## config.mk

```make
export PLATFORM = sky130hd
export DESIGN_NAME = hmac_outer_feeder
export DESIGN_NICKNAME = d
export VERILOG_FILES = /design/src/rtl/hmac_outer_feeder.sv
export SDC_FILE = /design/constraint.sdc
export NUM_CORES = 2
export LEC_CHECK = 0
export ABC_AREA = 1
export CAP_MARGIN = 20
export CORE_AREA = 2 2 595 597
export DETAILED_ROUTE_END_ITERATION = 12
export DIE_AREA = 0 0 597 599
export DONT_BUFFER_PORTS = 1
export GPL_TIMING_DRIVEN = 1
export PLACE_DENSITY = 0.4
export SLEW_MARGIN = 15
export SYNTH_ARGS = -nofsm -noshare
export SYNTH_HDL_FRONTEND = slang
export SYNTH_SLANG_ARGS = --single-unit
```

## constraint.sdc

```tcl
create_clock -name clk -period 3.4 [get_ports clk]
set_input_delay 0.68 -clock clk [delete_from_list [all_inputs] [get_ports clk]]
set_output_delay 0.68 -clock clk [all_outputs]
set_load 0.03 [all_outputs]
```

## src/rtl/hmac_outer_feeder.sv

```systemverilog
// Outer-hash sequencer for HMAC-SHA1: feeds (K xor opad) then the padded inner
// digest to the outer SHA-1 core and returns the resulting MAC on valid/ready.
module hmac_outer_feeder #(
  parameter logic [31:0] OPAD_WORD  = 32'h5c5c5c5c,
  parameter logic [31:0] MSG_BITLEN = 32'd672
) (
  input  logic         clk,
  input  logic         rst,
  input  logic         in_valid,
  output logic         in_ready,
  input  logic [159:0] inner_hash,
  input  logic [511:0] key_in,
  output logic [511:0] core_data,
  output logic         core_restart,
  output logic         core_start,
  input  logic         core_sha_ready,
  input  logic         core_valid,
  input  logic [159:0] core_hash,
  output logic [159:0] mac_out,
  output logic         mac_valid,
  input  logic         mac_ready
);

  typedef enum logic [2:0] {
    IDLE,
    KEY_SEND,
    KEY_WAIT,
    MSG_SEND,
    MSG_WAIT,
    OUT
  } state_t;

  state_t       r_state;
  logic [511:0] r_key;
  logic [159:0] r_hash;
  logic [511:0] r_core_data;
  logic [159:0] r_mac_out;
  logic         r_in_ready;
  logic         r_restart;
  logic         r_start;
  logic         r_mac_valid;

  logic [511:0] w_key_new_blk;
  logic [511:0] w_key_held_blk;
  logic [511:0] w_msg_blk;

  // Block builders: word gi of each 512-bit block sits at [32*gi+31:32*gi].
  genvar gi;
  generate
    for (gi = 0; gi < 16; gi = gi + 1) begin : g_word
      assign w_key_new_blk[32*gi +: 32]  = key_in[32*gi +: 32] ^ OPAD_WORD;
      assign w_key_held_blk[32*gi +: 32] = r_key[32*gi +: 32] ^ OPAD_WORD;
      if (gi < 5) begin : g_hash
        assign w_msg_blk[32*gi +: 32] = r_hash[159-32*gi -: 32];
      end else if (gi == 5) begin : g_pad
        assign w_msg_blk[32*gi +: 32] = 32'h8000_0000;
      end else if (gi == 15) begin : g_len
        assign w_msg_blk[32*gi +: 32] = MSG_BITLEN;
      end else begin : g_zero
        assign w_msg_blk[32*gi +: 32] = 32'h0;
      end
    end
  endgenerate

  always_ff @(posedge clk) begin
    if (rst) begin
      r_state     <= IDLE;
      r_key       <= '0;
      r_hash      <= '0;
      r_core_data <= '0;
      r_mac_out   <= '0;
      r_in_ready  <= 1'b1;
      r_restart   <= 1'b0;
      r_start     <= 1'b0;
      r_mac_valid <= 1'b0;
    end else begin
      r_restart <= 1'b0;
      r_start   <= 1'b0;
      case (r_state)
        IDLE: begin
          if (in_valid) begin
            r_key       <= key_in;
            r_hash      <= inner_hash;
            // Built from the live input so the block is valid on the entry edge.
            r_core_data <= w_key_new_blk;
            r_in_ready  <= 1'b0;
            r_state     <= KEY_SEND;
          end
        end
        KEY_SEND: begin
          r_core_data <= w_key_held_blk;
          if (core_sha_ready) begin
            r_restart <= 1'b1;
            r_state   <= KEY_WAIT;
          end
        end
        KEY_WAIT: begin
          // The digest here is only the intermediate chaining value.
          if (core_valid) begin
            r_core_data <= w_msg_blk;
            r_state     <= MSG_SEND;
          end
        end
        MSG_SEND: begin
          if (core_sha_ready) begin
            r_start <= 1'b1;
            r_state <= MSG_WAIT;
          end
        end
        MSG_WAIT: begin
          if (core_valid) begin
            r_mac_out   <= core_hash;
            r_key       <= '0;
            r_hash      <= '0;
            r_mac_valid <= 1'b1;
            r_state     <= OUT;
          end
        end
        OUT: begin
          if (mac_ready) begin
            r_mac_valid <= 1'b0;
            r_in_ready  <= 1'b1;
            r_state     <= IDLE;
          end
        end
        default: begin
          r_state    <= IDLE;
          r_in_ready <= 1'b1;
        end
      endcase
    end
  end

  assign in_ready     = r_in_ready;
  assign core_data    = r_core_data;
  assign core_restart = r_restart;
  assign core_start   = r_start;
  assign mac_out      = r_mac_out;
  assign mac_valid    = r_mac_valid;

endmodule
```

# After elaboration in Yosys (flattened, before gate mapping)
# Cells that the tools add are included.
[op_classes] n_bitwise=35 n_mux=23 eq_ne=11 n_reduce_logical=13
[ops] cell="$mux W512" count=4
[ops] cell="$pmux W512 S3" count=1
[ops] cell="$pmux W512 S2" count=1
[ops] cell="$not A16 Y16" count=32
[ops] cell="$mux W160" count=2
[ops] cell="$pmux W160 S2" count=1
[ops] cell="$mux W3" count=6
[ops] cell="$pmux W3 S6" count=1
[ops] cell="$ne A2 B2 Y1 const B" count=6
[ops] cell="$reduce_and A3 Y1" count=4
[ops] cell="$eq A3 B2 Y1 const B" count=2
[ops] cell="$eq A3 B3 Y1 const B" count=2
[ops] cell="$reduce_and A6 Y1" count=1
[ops] cell="$mux W1" count=5
[ops] cell="$reduce_bool A2 Y1" count=2
[ops] cell="$reduce_or A2 Y1" count=2
[ops] cell="$reduce_or A4 Y1" count=1
[ops] cell="$eq A3 B1 Y1 const B" count=1
[ops] cell="$logic_not A3 Y1" count=1
[ops] cell="$not A1 Y1" count=3
[ops] cell="$pmux W1 S3" count=1
[ops] cell="$reduce_bool A3 Y1" count=1
[ops] cell="$pmux W1 S2" count=1
[ops] cell="$reduce_and A2 Y1" count=1
[word_totals] input_bits=838 wordCells=91 register_bits=1351 output_inout_bits=676

# Longest topological paths before layout
[depth] depth_word=4 mapped_depth=11

# Worst setup path after synthesis
# Ideal clock, no wire load.
[synth_timing] path_type="input to register" startpoint="input port rst" endpoint="register r_key[407]" setup_ns=0.064 path_stages=6 setup_slack_ns=1.698 arrival_time_ns=1.637 path_buffers=3 path_cell_list="clkinv_1 buf_2 clkbuf_1 clkbuf_1 o21ai_0 nor2_1"
[synth_rtl] item="from (decl)" line_no="8" rtl="input logic rst,"
[synth_rtl] item="to (signal assigned)" line_no="82" rtl="r_key <= key_in;"
[synth_rtl] item="to (decl)" line_no="34" rtl="logic [511:0] r_key;"

# Worst setup path after layout
[layout_timing] startpoint="register r_state[0]" endpoint="register r_core_data[444], in the netlist core_data[444]"
[layout_via] elab_chain_cells=3 elab_cells_between_ends=8 cone_classes="eq/ne (4); mux (1); reduce/logical (3)"
[layout_lines] item="from (decl)" line_no="33" rtl="state_t r_state;"
[layout_lines] item="from (signal assigned)" line_no="67" rtl="r_state <= IDLE;"
[layout_lines] item="from (signal assigned)" line_no="87" rtl="r_state <= KEY_SEND;"
[layout_lines] item="from (signal assigned)" line_no="94" rtl="r_state <= KEY_WAIT;"
[layout_lines] item="$eq A3 B2 Y1, or another cell as far along" line_no="79" rtl="case (r_state)"
[layout_lines] item="$ne A2 B2 Y1 (no line) or $reduce_bool A3 Y1 (tied branches)"
[layout_lines] item="$reduce_and A3 Y1 (no line)"
[layout_lines] item="to (signal assigned)" line_no="85" rtl="r_core_data <= w_key_new_blk;"
[layout_lines] item="to (signal assigned)" line_no="91" rtl="r_core_data <= w_key_held_blk;"
[layout_lines] item="to (signal assigned)" line_no="100" rtl="r_core_data <= w_msg_blk;"
[layout_lines] item="to (decl)" line_no="36" rtl="logic [511:0] r_core_data;"
# Several ways; a longest one is shown, not always the timed one.
# A chain may end at the register's enable or synchronous reset.

==> impl_metrics.tcl <==
set metrics [dict create \
    status "finished, final reports clean" \
    p_sw_frac 0.472 \
    grt_pass1_wl_um 438000 \
    path_max_fanout 58 \
    fp.dieArea_sq_mm 0.358 \
    synth_area_leaders "dfxtp_1 (50%), nor2_1 (12%), o21ai_0 (11%)" \
    clkTransAtPathRegs_ns 0.06 \
    synth.distinct_cells 28 \
    cp_slowest_cell "dfxtp_1" \
    crit_buf_inv 1 \
    post-route-min-period_ns 2.71 \
    setup.worst_path.end "core_data[444]" \
    die_height_um 599 \
    ys_seq_elements 1351 \
    p_sw_uw 36600 \
    cp.required_ns 4.13 \
    max_stage_delay_ns 0.68 \
    p_int_uw 40900 \
    power.share.clock 0.246 \
    syn_area_sq_mm 0.0543 \
    placementRows 218 \
    start_kind "flip-flop" \
    cp-startpoint "r_state[0]" \
    synth_top_cell_by_area "dfxtp_1" \
    via_per_inst 4.31 \
    wl_per_cell_um 24.8 \
    num_vias 55322 \
    fillers 39756 \
    grt_util_all_layers 0.168 \
    grt_max_degree 178 \
    final_area_sq_mm 0.0731 \
    ys_warn_count 0 \
    cp_top_family "simple AND/OR/NAND/NOR gates" \
    cts_buffers 171 \
    fp.coreArea_sq_mm 0.351 \
    place.gp.congestion 0.897 \
    antenna_found_initial 163 \
    cp-end-kind "flip-flop" \
    reg2reg_depth 7 \
    setup_viol_count_final 0 \
    grt_pass1_vias 52812 \
    cpMostUsedCell "nor2_1" \
    clk_latency_ns 0.85 \
    syn_avg_cell_area_sq_um 7.22 \
    r2r_setup_slack_ns 0.69 \
    final_max_slew_viol_count 0 \
    cts_tree "yes" \
    io_pins 1514 \
    rsz0062_at_grt "false" \
    hold_viol 0 \
    slew_headroom 0.258 \
    power.density_mw_per_mm2 1060 \
    drtAntennaViolNets 0 \
    clock_path_buffers 4 \
    synth_fp_nets 8354 \
    first_pass_iters 5 \
    syn2layout_area_growth_pct 34.8 \
    place_area_sq_mm 0.0595 \
    crit_path_cell_trace "nor2_2, nand2_1, nand2_8, buf_12, o22ai_1, nor2_1, nor2_1" \
    h-tree-depth 4 \
    die_x_um 597 \
    initial_core_util 0.154 \
    multi_input_area_sq_mm 0.0234 \
    drive_gt1_frac 0.0626 \
    hp-start "inner_hash[122]" \
    power_uw 77500 \
    reg2reg_to "core_data[444]" \
    overflow 0 \
    fin_setup_tns_ns 0 \
    synth.top_cell.area_share 0.498 \
    tightestPinTransition_ns 1.11 \
    vdd_ir_drop_max_v 0.000653 \
    hpwl_um 222000 \
    fin_nets 8812 \
    drtIter0Drc 4607 \
    yosysSeqAreaShare 0.498 \
    p_leak_uw 0.0281 \
    cp.depth 7 \
    max_clock_freq_mhz 370 \
    seq_area_sq_mm 0.0270 \
    crit_type "reg -> reg" \
    min_period_over_period 0.796 \
    numPortBuffers 0 \
    totalWireLength_um 319000 \
    post_cts_resized 0 \
    clock_skew_ns 0.0559 \
    drc_errors 0 \
    maxCapViolCount 0 \
    r2r-start "r_state[0]" \
    synthCells 7516 \
    pwr-share-comb 0.332 \
    worstPathArrival_ns 3.44 \
    pwr-share-seq 0.422 \
    cts_root_buf "clkbuf_16" \
    clock-sinks 1351 \
    hold_path_class "in -> reg" \
]
==> worst min-delay path by stage <==
stage                     cells past startpoint             to  slack, ns
after detailed placement                      2     r_key[399]       0.50
after global routing                          2   mac_out[139]       0.02
final                                         2    r_hash[122]       0.08
after CTS                                     4  core_data[31]     0.0007
after floorplan                               2     r_key[357]       0.48
after global placement                        2     r_key[432]       0.49
==> layout by cell type (no fill, tap or decap), types with 4 or more instances in the layout <==
cell type / synthesis / routed
dfxtp_1: 1351 / 1351
o22ai_1: 176 / 176
clkbuf_1: 334 / 35
clkinv_16: 0 / 5
o21ai_1: 125 / 125
inv_8: 0 / 7
bufinv_16: 0 / 10
clkbuf_8: 0 / 47
clkbuf_16: 0 / 172
inv_1: 248 / 247
nand2_1: 935 / 935
clkinv_2: 0 / 16
diode_2: 0 / 128
or2_1: 33 / 33
clkinvlp_4: 0 / 4
dlygate4sd3_1: 0 / 751
nand3_1: 171 / 171
a21oi_1: 834 / 834
or2_0: 7 / 7
o21ai_0: 1220 / 1220
nor2_1: 1703 / 1703
buf_12: 0 / 69
inv_6: 0 / 4
buf_4: 11 / 116
or2_2: 40 / 40
==> state kept, by name, indices dropped and copies added (netlist names) <==
signal,flops
r_hash,160
core_data,512
core_restart,1
in_ready,1
mac_valid,1
r_state,3
mac_out,160
r_key,512
core_start,1
==> logic make-up (layout without fill, tap and decap cells) <==
group | count (synthesis) | count (layout) | share of synthesized area
and+or+nand+nor | 2905 | 2905 | 0.210
DFF | 1351 | 1351 | 0.498
other | 0 | 128 | 0
AOI/OAI and AO/OA | 2356 | 2356 | 0.221
buffers and inverters | 904 | 1489 | 0.0705
==> through the flow <==
stage / hold WS, ns / std cells / worst slack [ns] / utilization
3_3_place_gp: 0.494 / 11669 / 0.569 / 0.169
5_1_grt: 0.0160 / 12803 / 0.357 / 0.208
6_report: 0.0768 / 12849 / 0.695 / 0.208
4_1_cts: 0.000665 / 12721 / 0.653 / 0.207
2_1_floorplan: 0.479 / 7516 / 1.70 / -
3_5_place_dp: 0.497 / 11670 / 0.686 / 0.169
==> cell type report <==
| type | count | share of cell area |
|---|---|---|
| repair buffers | 936 | 0.134 |
| flip-flops and latches | 1351 | 0.370 |
| clock buffers | 254 | 0.0695 |
| well taps | 4620 | 0.0790 |
| clock inverters | 46 | 0.00963 |
| diodes | 128 | 0.00438 |
| inverters | 253 | 0.0136 |
| multi-input cells | 5261 | 0.321 |
==> power groups by stage <==
stage | clock (uW) | sequential (uW) | combinational (uW)
after floorplan | 0 | 29900 | 16300
after global placement | 0 | 33100 | 24700
after detailed placement | 0 | 33000 | 24800
after CTS | 19600 | 32700 | 25900
after global routing | 20100 | 33300 | 28500
final | 19100 | 32700 | 25700
==> cell usage after synthesis <==
| library cell | number |
|---|---|
| nand2_1 | 935 |
| dfxtp_1 | 1351 |
| nand3_4 | 1 |
| a31oi_1 | 1 |
| o22ai_1 | 176 |
| nor3_1 | 3 |
| nand4_1 | 2 |
| nor2_8 | 1 |
| inv_1 | 248 |
| buf_2 | 303 |
| buf_6 | 2 |
| inv_2 | 4 |
| or2_1 | 33 |
| nand3_1 | 171 |
| o21ai_1 | 125 |
| or2_0 | 7 |
| nor2_2 | 3 |
| nand2_2 | 4 |
| a21oi_1 | 834 |
| clkinv_1 | 1 |
| buf_4 | 11 |
| o21ai_0 | 1220 |
| nor2_4 | 1 |
| clkbuf_1 | 334 |
| nor2_1 | 1703 |
| nand3_2 | 1 |
| buf_1 | 1 |
| or2_2 | 40 |
==> layer usage <==
metal	GRT usage	wire (um)	share of wire
met1	0.193	125000	0.39
met5	0.000267	480	0.0015
met3	0.0518	26500	0.083
met4	0.0610	11300	0.035
met2	0.293	156000	0.49
==> worst register-to-register path: stages, from the launching register on <==
cell and delay, ns:
dfxtp_1 0.68, nor2_2 0.09, nand2_1 0.31, nand2_8 0.23
buf_12 0.25, o22ai_1 0.85, nor2_1 0.09, nor2_1 0.12
==> timing repair <==
action / 4_1_cts / 5_1_grt
hold buffers: 751 / 0
buffers inserted: 0 / 0
endpoints found under the hold margin: 945 / 0
Power figures use the tool's default switching activity.
